--- config.mk ---
export PLATFORM = sky130hd
export DESIGN_NAME = punc_exec_unit
export DESIGN_NICKNAME = d
export VERILOG_FILES = /design/src/rtl/punc_exec_pkg.sv /design/src/rtl/punc_regfile_param.sv /design/src/rtl/punc_exec_unit.sv
export SDC_FILE = /design/constraint.sdc
export NUM_CORES = 1
export LEC_CHECK = 0
export CAP_MARGIN = 30
export CORE_MARGIN = 2
export CORE_UTILIZATION = 40
export DETAILED_ROUTE_END_ITERATION = 12
export PLACE_DENSITY = 0.61
export SLEW_MARGIN = 40
export SYNTH_ARGS = -nofsm -noshare
export SYNTH_HDL_FRONTEND = slang
export SYNTH_HIERARCHICAL = 1
export SYNTH_SLANG_ARGS = --single-unit
--- constraint.sdc ---
create_clock -name clk -period 4.5 [get_ports clk]
set_clock_uncertainty 0.2 [all_clocks]
set_input_delay 0.675 -clock clk [delete_from_list [all_inputs] [get_ports clk]]
set_output_delay 0.675 -clock clk [all_outputs]
set_load 0.005 [all_outputs]
--- src/rtl/punc_exec_pkg.sv ---
// Shared encodings for the PUnC execute engine: op codes, FSM states and
// the legality check that folds in the optional multiplier.
package punc_exec_pkg;

    localparam logic [3:0] OP_ADD  = 4'd0;
    localparam logic [3:0] OP_AND  = 4'd1;
    localparam logic [3:0] OP_NOT  = 4'd2;
    localparam logic [3:0] OP_PASS = 4'd3;
    localparam logic [3:0] OP_LEA  = 4'd4;
    localparam logic [3:0] OP_LD   = 4'd5;
    localparam logic [3:0] OP_LDI  = 4'd6;
    localparam logic [3:0] OP_ST   = 4'd7;
    localparam logic [3:0] OP_STI  = 4'd8;
    localparam logic [3:0] OP_SHL  = 4'd9;
    localparam logic [3:0] OP_SHR  = 4'd10;
    localparam logic [3:0] OP_SRA  = 4'd11;
    localparam logic [3:0] OP_MUL  = 4'd12;

    // Everything up to SRA is always present; MUL only when the multiplier is built.
    localparam logic [3:0] OP_LAST_BASE = OP_SRA;

    typedef enum logic [2:0] {
        ST_IDLE = 3'd0,
        ST_EXEC = 3'd1,
        ST_MEM0 = 3'd2,
        ST_MEM1 = 3'd3,
        ST_ITER = 3'd4
    } state_e;

    function automatic logic op_is_legal(input logic [3:0] op, input bit mul_en);
        return (op <= OP_LAST_BASE) || ((op == OP_MUL) && mul_en);
    endfunction

endpackage

--- src/rtl/punc_regfile_param.sv ---
// NREGS x DATA_W register file: one synchronous write port, three
// combinational read ports (two operands plus debug), async active-low clear.
module punc_regfile_param #(
    parameter int DATA_W = 16,
    parameter int NREGS  = 8,
    parameter int RA_W   = $clog2(NREGS)
) (
    input  logic              clk,
    input  logic              rst,
    input  logic              we,
    input  logic [RA_W-1:0]   wa,
    input  logic [DATA_W-1:0] wd,
    input  logic [RA_W-1:0]   ra0,
    input  logic [RA_W-1:0]   ra1,
    input  logic [RA_W-1:0]   rad,
    output logic [DATA_W-1:0] rd0,
    output logic [DATA_W-1:0] rd1,
    output logic [DATA_W-1:0] rdd
);
    logic [DATA_W-1:0] regs_q [NREGS];

    always_ff @(posedge clk or negedge rst) begin
        if (!rst) begin
            for (int i = 0; i < NREGS; i++) regs_q[i] <= '0;
        end else if (we) begin
            regs_q[wa] <= wd;
        end
    end

    assign rd0 = regs_q[ra0];
    assign rd1 = regs_q[ra1];
    assign rdd = regs_q[rad];

endmodule

--- src/rtl/punc_exec_unit.sv ---
// PUnC execute engine: accepts one decoded op, runs ALU / iterative shift-mul /
// req-ack memory work, writes back and updates N/Z/P.
//   state | meaning
//   IDLE  | op_ready high, waiting for op_valid
//   EXEC  | single-cycle ALU, EA compute, or launch of iterative work
//   MEM0  | first memory access (data for LD/ST, pointer for LDI/STI)
//   MEM1  | second access of LDI/STI at the fetched pointer
//   ITER  | one shift step or one shift-add multiply step per cycle
module punc_exec_unit
    import punc_exec_pkg::*;
#(
    parameter int DATA_W = 16,
    parameter int NREGS  = 8,
    parameter bit MUL_EN = 1'b1,
    parameter int RA_W   = $clog2(NREGS)
) (
    input  logic              clk,
    input  logic              rst,
    input  logic              op_valid,
    output logic              op_ready,
    input  logic [3:0]        op_code,
    input  logic [RA_W-1:0]   op_dst,
    input  logic [RA_W-1:0]   op_src0,
    input  logic [RA_W-1:0]   op_src1,
    input  logic [DATA_W-1:0] op_imm,
    input  logic              op_use_imm,
    input  logic [DATA_W-1:0] pc,
    output logic              mem_req,
    output logic              mem_we,
    output logic [DATA_W-1:0] mem_addr,
    output logic [DATA_W-1:0] mem_wdata,
    input  logic              mem_ack,
    input  logic [DATA_W-1:0] mem_rdata,
    output logic              done,
    output logic              err,
    output logic              n,
    output logic              z,
    output logic              p,
    input  logic [RA_W-1:0]   rf_debug_addr,
    output logic [DATA_W-1:0] rf_debug_data
);
    localparam int SH_W  = $clog2(DATA_W);
    localparam int CNT_W = SH_W + 1;

    state_e            state_q, state_d;
    logic [3:0]        opc_q, opc_d;
    logic [RA_W-1:0]   dst_q, dst_d;
    logic [DATA_W-1:0] a_q, a_d, b_q, b_d, imm_q, imm_d, pc_q, pc_d;
    logic [DATA_W-1:0] addr_q, addr_d, acc_q, acc_d;
    logic [CNT_W-1:0]  cnt_q, cnt_d;
    logic              ui_q, ui_d, done_q, done_d, err_q, err_d;
    logic              n_q, n_d, z_q, z_d, p_q, p_d;

    logic              wr_en;
    logic [DATA_W-1:0] wr_data, rd0, rd1, alu_res, sh_next, mul_next, ea;
    logic [SH_W-1:0]   shamt;

    punc_regfile_param #(.DATA_W(DATA_W), .NREGS(NREGS), .RA_W(RA_W)) u_rf (
        .clk (clk),
        .rst (rst),
        .we  (wr_en),
        .wa  (dst_q),
        .wd  (wr_data),
        .ra0 (op_src0),
        .ra1 (op_src1),
        .rad (rf_debug_addr),
        .rd0 (rd0),
        .rd1 (rd1),
        .rdd (rf_debug_data)
    );

    assign ea       = a_q + imm_q;
    assign shamt    = imm_q[SH_W-1:0];
    assign mul_next = acc_q + (b_q[0] ? a_q : '0);

    always_comb begin
        alu_res = a_q;
        sh_next = {acc_q[DATA_W-1], acc_q[DATA_W-1:1]};
        case (opc_q)
            OP_ADD:  alu_res = a_q + (ui_q ? imm_q : b_q);
            OP_AND:  alu_res = a_q & (ui_q ? imm_q : b_q);
            OP_NOT:  alu_res = ~a_q;
            OP_LEA:  alu_res = pc_q + imm_q;
            default: alu_res = a_q;
        endcase
        case (opc_q)
            OP_SHL:  sh_next = acc_q << 1;
            OP_SHR:  sh_next = acc_q >> 1;
            default: sh_next = {acc_q[DATA_W-1], acc_q[DATA_W-1:1]};
        endcase
    end

    always_comb begin
        state_d = state_q;
        opc_d   = opc_q;
        dst_d   = dst_q;
        a_d     = a_q;
        b_d     = b_q;
        imm_d   = imm_q;
        ui_d    = ui_q;
        pc_d    = pc_q;
        addr_d  = addr_q;
        acc_d   = acc_q;
        cnt_d   = cnt_q;
        done_d  = 1'b0;
        err_d   = 1'b0;
        wr_en   = 1'b0;
        wr_data = '0;
        n_d     = n_q;
        z_d     = z_q;
        p_d     = p_q;

        case (state_q)
            ST_IDLE: begin
                if (op_valid) begin
                    opc_d   = op_code;
                    dst_d   = op_dst;
                    a_d     = rd0;
                    b_d     = rd1;
                    imm_d   = op_imm;
                    ui_d    = op_use_imm;
                    pc_d    = pc;
                    state_d = ST_EXEC;
                end
            end
            ST_EXEC: begin
                if (!op_is_legal(opc_q, MUL_EN)) begin
                    done_d  = 1'b1;
                    err_d   = 1'b1;
                    state_d = ST_IDLE;
                end else begin
                    case (opc_q)
                        OP_LD, OP_LDI, OP_ST, OP_STI: begin
                            addr_d  = ea;
                            state_d = ST_MEM0;
                        end
                        OP_SHL, OP_SHR, OP_SRA: begin
                            if (shamt == '0) begin
                                wr_en   = 1'b1;
                                wr_data = a_q;
                                done_d  = 1'b1;
                                state_d = ST_IDLE;
                            end else begin
                                acc_d   = a_q;
                                cnt_d   = {1'b0, shamt};
                                state_d = ST_ITER;
                            end
                        end
                        OP_MUL: begin
                            acc_d   = '0;
                            cnt_d   = CNT_W'(DATA_W);
                            state_d = ST_ITER;
                        end
                        default: begin
                            wr_en   = 1'b1;
                            wr_data = alu_res;
                            done_d  = 1'b1;
                            state_d = ST_IDLE;
                        end
                    endcase
                end
            end
            ST_MEM0: begin
                if (mem_ack) begin
                    case (opc_q)
                        OP_LD: begin
                            wr_en   = 1'b1;
                            wr_data = mem_rdata;
                            done_d  = 1'b1;
                            state_d = ST_IDLE;
                        end
                        OP_ST: begin
                            done_d  = 1'b1;
                            state_d = ST_IDLE;
                        end
                        default: begin
                            addr_d  = mem_rdata;
                            state_d = ST_MEM1;
                        end
                    endcase
                end
            end
            ST_MEM1: begin
                if (mem_ack) begin
                    wr_en   = (opc_q == OP_LDI);
                    wr_data = mem_rdata;
                    done_d  = 1'b1;
                    state_d = ST_IDLE;
                end
            end
            ST_ITER: begin
                cnt_d = cnt_q - CNT_W'(1);
                if (opc_q == OP_MUL) begin
                    acc_d = mul_next;
                    a_d   = a_q << 1;
                    b_d   = b_q >> 1;
                end else begin
                    acc_d = sh_next;
                end
                if (cnt_q == CNT_W'(1)) begin
                    wr_en   = 1'b1;
                    wr_data = (opc_q == OP_MUL) ? mul_next : sh_next;
                    done_d  = 1'b1;
                    state_d = ST_IDLE;
                end
            end
            default: state_d = ST_IDLE;
        endcase

        if (wr_en) begin
            n_d = wr_data[DATA_W-1];
            z_d = (wr_data == '0);
            p_d = !wr_data[DATA_W-1] && (wr_data != '0);
        end
    end

    always_ff @(posedge clk or negedge rst) begin
        if (!rst) begin
            state_q <= ST_IDLE;
            opc_q   <= '0;
            dst_q   <= '0;
            a_q     <= '0;
            b_q     <= '0;
            imm_q   <= '0;
            ui_q    <= 1'b0;
            pc_q    <= '0;
            addr_q  <= '0;
            acc_q   <= '0;
            cnt_q   <= '0;
            done_q  <= 1'b0;
            err_q   <= 1'b0;
            n_q     <= 1'b0;
            z_q     <= 1'b1;
            p_q     <= 1'b0;
        end else begin
            state_q <= state_d;
            opc_q   <= opc_d;
            dst_q   <= dst_d;
            a_q     <= a_d;
            b_q     <= b_d;
            imm_q   <= imm_d;
            ui_q    <= ui_d;
            pc_q    <= pc_d;
            addr_q  <= addr_d;
            acc_q   <= acc_d;
            cnt_q   <= cnt_d;
            done_q  <= done_d;
            err_q   <= err_d;
            n_q     <= n_d;
            z_q     <= z_d;
            p_q     <= p_d;
        end
    end

    // Request is a pure decode of the state so reset drops it without a clock.
    assign op_ready  = (state_q == ST_IDLE);
    assign mem_req   = (state_q == ST_MEM0) || (state_q == ST_MEM1);
    assign mem_we    = ((state_q == ST_MEM0) && (opc_q == OP_ST)) ||
                       ((state_q == ST_MEM1) && (opc_q == OP_STI));
    assign mem_addr  = addr_q;
    assign mem_wdata = b_q;
    assign done      = done_q;
    assign err       = err_q;
    assign n         = n_q;
    assign z         = z_q;
    assign p         = p_q;

endmodule

After elaboration in Yosys (flattened, before gate mapping)
Cells that the tools add are included.
- add/sub/neg operators: 5
- $lt $le $gt $ge: 6
- equal/unequal tests: 26
- muxes and demuxes: 68
- bitwise gates (word level): 6
- reduce and logical (&&, ||, !) cells: 25
- operators by type and width (operator ; number):
    16-bit 2-to-1 mux ; 26
    16-bit one-hot mux with 2 select lines ; 7
    16-bit binary-select mux with 3-bit select ; 3
    128-bit bitwise mux ; 1
    16-bit one-hot mux with 4 select lines ; 2
    16-bit adder ; 4
    16-bit demux with 3-bit select ; 1
    4-bit == test (second input constant) ; 5
    5-bit one-hot mux with 2 select lines ; 2
    3-bit 2-to-1 mux ; 6
    16-bit bitwise AND ; 1
    4-bit by 3-bit == test with 1-bit output (second input constant) ; 4
    4-bit greater-or-equal comparator (second input constant) ; 4
    16-bit zero test ; 1
    16-bit inverter ; 1
    3-bit inverter with 4-bit output ; 4
    16-bit nonzero test ; 1
    3-bit one-hot mux with 5 select lines ; 1
    2-bit inequality test (second input constant) ; 7
    1-bit 2-to-1 mux ; 12
    5-bit 2-to-1 mux ; 2
    3-bit one-hot mux with 3 select lines ; 1
    4-bit zero test ; 2
    1-bit one-hot mux with 4 select lines ; 2
    26 further kinds ; 36
- register bits: 245
- bits of input ports: 69
- output and inout port bits: 56
- word-level logic and storage cells: 160

Longest topological paths before layout
Gate-level depths: netlist of run 1.
- depth after elaboration: 8
- gate-level depth with buffers: 15

By module
Netlist of run 1, hierarchy kept.
- by module, submodules not included (module ; times used ; cells an instance ; area an instance (um^2)):
    punc_exec_unit ; 1 ; 1145 ; 9869.5
    punc_regfile_param ; 1 ; 450 ; 8071.5

Worst setup path after synthesis of run 1
OpenSTA, ideal clock, no wires.
- path kind: register -> register
- from: reg ui_q
- to: reg u_rf/regs_q[111] (netlist bit)
- setup time: 125 ps
- arrival: 3506 ps
- required time: 4175 ps
- slack: 669 ps
- cell stages (with the launch flop): 15
- path buffers: 2
- clock period less this slack: 3831 ps
- path through: dfrtp_1 -> clkbuf_1 -> clkbuf_1 -> mux2i_1 -> inv_1 -> ha_1 -> a211oi_1 -> o21ai_0 -> a31oi_1 -> o211ai_1 -> a41oi_1 -> xor2_1 -> o21ai_0 -> a221o_1 -> mux2_2
- cells in the longest elaborated chain, start to end: 7
- RTL lines (what ; RTL line ; RTL):
    start: declaration ; punc_exec_unit.sv:51 ; logic ui_q, ui_d, done_q, done_d, err_q, err_d;
    start signal: assignment ; punc_exec_unit.sv:242 ; ui_q <= ui_d;
    16-bit 2-to-1 mux (*) ; punc_exec_unit.sv:80, punc_exec_unit.sv:81 ;
    16-bit adder / 16-bit bitwise AND (equally long branches) ; punc_exec_unit.sv:80, punc_exec_unit.sv:81 ;
    16-bit one-hot mux with 4 select lines (*) ; punc_exec_unit.sv:79 ; case (opc_q)
    16-bit one-hot mux with 2 select lines (*) ; punc_exec_unit.sv:132 ; case (opc_q)
    16-bit 2-to-1 mux (*) ; punc_exec_unit.sv:127 ; if (!op_is_legal(opc_q, MUL_EN)) begin
    16-bit one-hot mux with 4 select lines (*) ; punc_exec_unit.sv:113 ; case (state_q)
    named net wr_data[15] ; punc_exec_unit.sv:55 ; logic [DATA_W-1:0] wr_data, rd0, rd1, alu_res, sh_next, mul_next, ea;
    128-bit bitwise mux (*) ; punc_regfile_param.sv:26 ; regs_q[wa] <= wd;
    end signal: indexed assignment ; punc_regfile_param.sv:26 ;
    end: declaration ; punc_regfile_param.sv:20 ; logic [DATA_W-1:0] regs_q [NREGS];
Mark *: on every way through the listed nets, which the timed path passes. The rest lies on a longest branch.
A chain may end at the register's enable or synchronous reset.

Worst setup path in the final report of run 1
- from: reg imm_q[0]
- to: reg p_q, in the netlist p
- cells in the longest elaborated chain, start to end: 8
- RTL lines (what ; RTL line ; RTL):
    start: declaration ; punc_exec_unit.sv:48 ; logic [DATA_W-1:0] a_q, a_d, b_q, b_d, imm_q, imm_d, pc_q, pc_d;
    start signal: assignment ; punc_exec_unit.sv:241 ; imm_q <= imm_d;
    16-bit 2-to-1 mux ; punc_exec_unit.sv:80 ; OP_ADD: alu_res = a_q + (ui_q ? imm_q : b_q);
    16-bit adder ; punc_exec_unit.sv:80 ;
    16-bit one-hot mux with 4 select lines ; punc_exec_unit.sv:79 ;
    16-bit one-hot mux with 2 select lines (*) ; punc_exec_unit.sv:132 ;
    16-bit 2-to-1 mux (*) ; punc_exec_unit.sv:127 ;
    16-bit one-hot mux with 4 select lines (*) ; punc_exec_unit.sv:113 ;
    named net wr_data[8] ; punc_exec_unit.sv:55 ;
    16-bit nonzero test (*) ; punc_exec_unit.sv:213 ; p_d = !wr_data[DATA_W-1] && (wr_data != '0);
    1-bit logical AND (*) ; punc_exec_unit.sv:213 ;
    end signal: assignment ; punc_exec_unit.sv:251 ; p_q <= p_d;
    end: declaration ; punc_exec_unit.sv:52 ; logic n_q, n_d, z_q, z_d, p_q, p_d;
Marks and branches as above.

==> metrics.txt, run 1 <==
outcome complete, no violations; global-route wire length before repair 88,000 um; antenna violations before repair 0; count of H-tree levels built during CTS 1; TritonCTS clock tree built; buffer type at the clock tree root sky130_fd_sc_hd__clkbuf_16; final setup violation count 0; final number of max-transition violations 0; CTS-repair resized insts 0; starting density of the core 40.6%; Port-buffer cells 124; area leader, netlist sky130_fd_sc_hd__dfrtp_1; post-synthesis instance total 1,595; total power consumption of the routed design 13.7 mW; number of storage elements in the synthesis netlist 245; number of cell instances on the worst register-to-register path 13; worst slew slack as a fraction of its limit 42.8%; VDD IR-drop max 0.000332 V; Net Sw Power 5.86 mW; maximum number of pins on one net before global-route repair 65; Fin. Hold Viols 0; horizontal extent of the die 216 um; DIE AREA 46,600 um^2; Net Count, Synth 1,731; max incr delay on CP 640 ps; count of routing violations after the opening detailed-route iteration 1,339; Vias 14,200; growth of design area from synthesis to finish 17.0%; slew at the pin closest to its max-slew limit 855 ps; startpoint of the worst register-to-register path imm_q[0]; Data required, critical path 4770 ps; unrepaired setup endpoints after global routing false; crit start category register; critical path peak fanout 9; clock group share of total power 17.9%; hold slack final 297 ps; Post-synth EDFFs 0; switching portion of total power 42.9%; nets@finish 1,846; Sink Count 245; Min-Delay Path Depth 1; Ports 125; HPWL after detailed placement 42,000 um; register-to-register path setup slack 300 ps; category of the most critical setup path register to register; die outline height 216 um; area share of the largest cell type after synthesis 34.0%; number of remaining DRC errors 0; overall fraction of global-route tracks in use 24.7%; combinational share of power 52.5%; fraction of final layout cells sized beyond drive strength 1 23.4%; critical path data arrival time 4460 ps; peak clock frequency supported by timing 238 MHz; hold crit path type register to register; setup TNS 0 ps; relative contribution of sequential cells to total power 29.6%; iteration count of the initial detailed-routing pass 5; average wire per standard cell 25.1 um; core box area 44,200 um^2; fraction of the yosys area taken by sequential cells 34.2%; final critical-path required period 4200 ps; Pwr per Cell Area 651 nW/um^2; number of distinct library cells after synthesis 92; deepest clock path buffer count 3; list of most frequent post-synthesis cells 244 x sky130_fd_sc_hd__dfrtp_1, 230 x sky130_fd_sc_hd__mux2_2, 98 x sky130_fd_sc_hd__nand2_1; cell count after placement 2,270; detail-routed via count per cell 6.09; Setup crit start imm_q[0]; most frequent cell after synthesis sky130_fd_sc_hd__dfrtp_1; final std cells w/o fill 2,325; proportion of register bits with asynchronous set or reset after synthesis 100%; Post-Syn Area per Cell 11.2 um^2; register clock-pin slew on the reported worst setup and hold paths 60 ps; cell-by-cell trace of the critical path ha_1, inv_1, fa_1, nor2b_1, o31ai_1, a2111oi_0, a211oi_1, a31oi_1, a221o_1, nor2_1, nor4b_2, nand4_1, o21a_1; post-detailed-route count of antenna-violating nets 0; final cycle utilization of the critical path 93.3%; reported max-cap violation count 0; kind of capture point of the worst setup path register; cell row count 77; Internal Pwr Total 7.81 mW; slowest stage cell, crit path sky130_fd_sc_hd__o31ai_1; diode insertion count for antenna repair 0; RePlAce Congestion 0.992; leakage power 9.54 nW; Critical path destination p; GRT overflow 0; aggregate routed wire length 58,300 um; Inserted Clock Buffers 29; clock latency of the later-clocked register in the worst-skew pair 590 ps; core occupancy in the finished layout 47.5%; FF-to-FF End p; most common flop cell mapped by yosys sky130_fd_sc_hd__dfrtp_1; vias in the first global route 14,000; area of the mapped netlist 17,900 um^2; leading cell types by total area after synthesis sky130_fd_sc_hd__dfrtp_1 34%, sky130_fd_sc_hd__mux2_2 14%, sky130_fd_sc_hd__mux4_1 12%; number of warnings issued by yosys 6
flip-flops by register name, summed over array words and instances, names as in the netlist:
name         count
mem_wdata       16
cnt_q            5
done             1
ui_q             1
z                1
err              1
state_q          3
mem_addr        16
u_rf/regs_q    128
imm_q           16
n                1
acc_q           16
dst_q            3
opc_q            4
pc_q            16
a_q             16
p                1
stage by stage:
stage               setup WS [ps]  instance area [um^2]
detailed placement            386                 20000
floorplan                     669                 17900
global placement              367                 19900
CTS                           373                 21000
global route                 75.8                 21000
finish                        302                 21000
worst max-delay path: cells and delay by family, from the launching register on:
| family | cells | cell delay [ps] |
|---|---|---|
| buf+inv | 1 | 60 |
| fa+ha+maj | 2 | 480 |
| compound gates | 6 | 2160 |
| flops | 1 | 520 |
| simple gates | 4 | 630 |
worst min-delay path by stage:
stage                             from           end  slack (ps)
after floorplan                    rst        a_q[0]         180
after global placement    mem_addr[10]  mem_addr[10]         270
after detailed placement  mem_addr[10]  mem_addr[10]         280
after CTS                  mem_addr[8]   mem_addr[8]         300
after global routing       mem_addr[9]   mem_addr[9]         330
final                      mem_addr[8]   mem_addr[8]         300
cell type report:
type,count,area [um^2]
clock buffers,41,861
clock inverters,13,139
fillers,4033,23200
inverters,36,135
multi-input cells,1204,11200
flip-flops and latches,245,6130
well taps,592,741
repair buffers,194,1820
layer usage:
metal	vias up	track usage, %	share of wire (%)
met1	7095	33.6	43
met4	0	8.32	3.7
met3	113	4.76	7.4
met5	-	0	0
met2	568	39.6	46
li1	6393	-	-
cell families after synthesis:
group	Yosys count	synth area share (%)
xor+xnor	42	2.05
simple gates	354	10.5
buf+inv	146	4.02
fa+ha+maj	68	4.90
flops	245	34.2
compound gates	367	13.5
mux	373	30.9
what timing repair did:
| action | in CTS | in global routing |
|---|---|---|
| setup buffers | 0 | 0 |
| hold buffers | 1 | 0 |
| hold endpoints to repair | 61 | 0 |
cell usage in the layout, fill, tap and decap left out, types with 9 or more instances in the layout:
master                            Yosys  routed
sky130_fd_sc_hd__dfrtp_1            244     244
sky130_fd_sc_hd__mux2_2             230     230
sky130_fd_sc_hd__clkdlybuf4s50_1      0     119
sky130_fd_sc_hd__nand2_1             98      98
sky130_fd_sc_hd__o21ai_0             94      94
sky130_fd_sc_hd__a21oi_1             92      90
sky130_fd_sc_hd__nor2_1              86      86
sky130_fd_sc_hd__mux4_1              84      84
sky130_fd_sc_hd__buf_4                6      65
sky130_fd_sc_hd__ha_1                63      63
sky130_fd_sc_hd__mux2i_1             47      47
sky130_fd_sc_hd__inv_1               36      36
sky130_fd_sc_hd__xnor2_1             30      30
sky130_fd_sc_hd__clkbuf_16            0      29
sky130_fd_sc_hd__nor3_1              28      28
sky130_fd_sc_hd__and2_1              22      22
sky130_fd_sc_hd__a211oi_1            19      19
sky130_fd_sc_hd__a21o_1              16      16
sky130_fd_sc_hd__o211ai_1            15      15
sky130_fd_sc_hd__nand2b_1            15      15
sky130_fd_sc_hd__and3_1              13      13
sky130_fd_sc_hd__a31oi_1             13      13
sky130_fd_sc_hd__nand3_1             12      12
sky130_fd_sc_hd__o21a_1              12      12
sky130_fd_sc_hd__xor2_1              12      12
sky130_fd_sc_hd__mux4_2              12      12
sky130_fd_sc_hd__a221oi_1            11      11
sky130_fd_sc_hd__nor2b_1              9       9
sky130_fd_sc_hd__nand3b_1             9       9
sky130_fd_sc_hd__o22a_1               9       9
sky130_fd_sc_hd__o22ai_1              9       9
sky130_fd_sc_hd__clkbuf_8             0       9
power by group through the flow:
stage	sequential [mW]	clock [mW]	combinational (mW)
after floorplan	3.57	0	4.98
after global placement	4.03	0	6.96
after detailed placement	4.06	0	7.05
after CTS	4.03	2.50	7.10
after global routing	4.17	2.57	7.76
final	4.05	2.44	7.17
(Power assumes the default switching activity.)
==> inputs of run 2 (changes only) <==
--- a/config.mk
+++ b/config.mk
@@ -5,7 +5,6 @@
 export SDC_FILE = /design/constraint.sdc
 export NUM_CORES = 1
 export LEC_CHECK = 0
-export CAP_MARGIN = 30
 export CORE_MARGIN = 2
 export CORE_UTILIZATION = 40
 export DETAILED_ROUTE_END_ITERATION = 12
==> results of run 2 <==
Same layout as run 1: the final DEF is identical, and so are final timing and power.
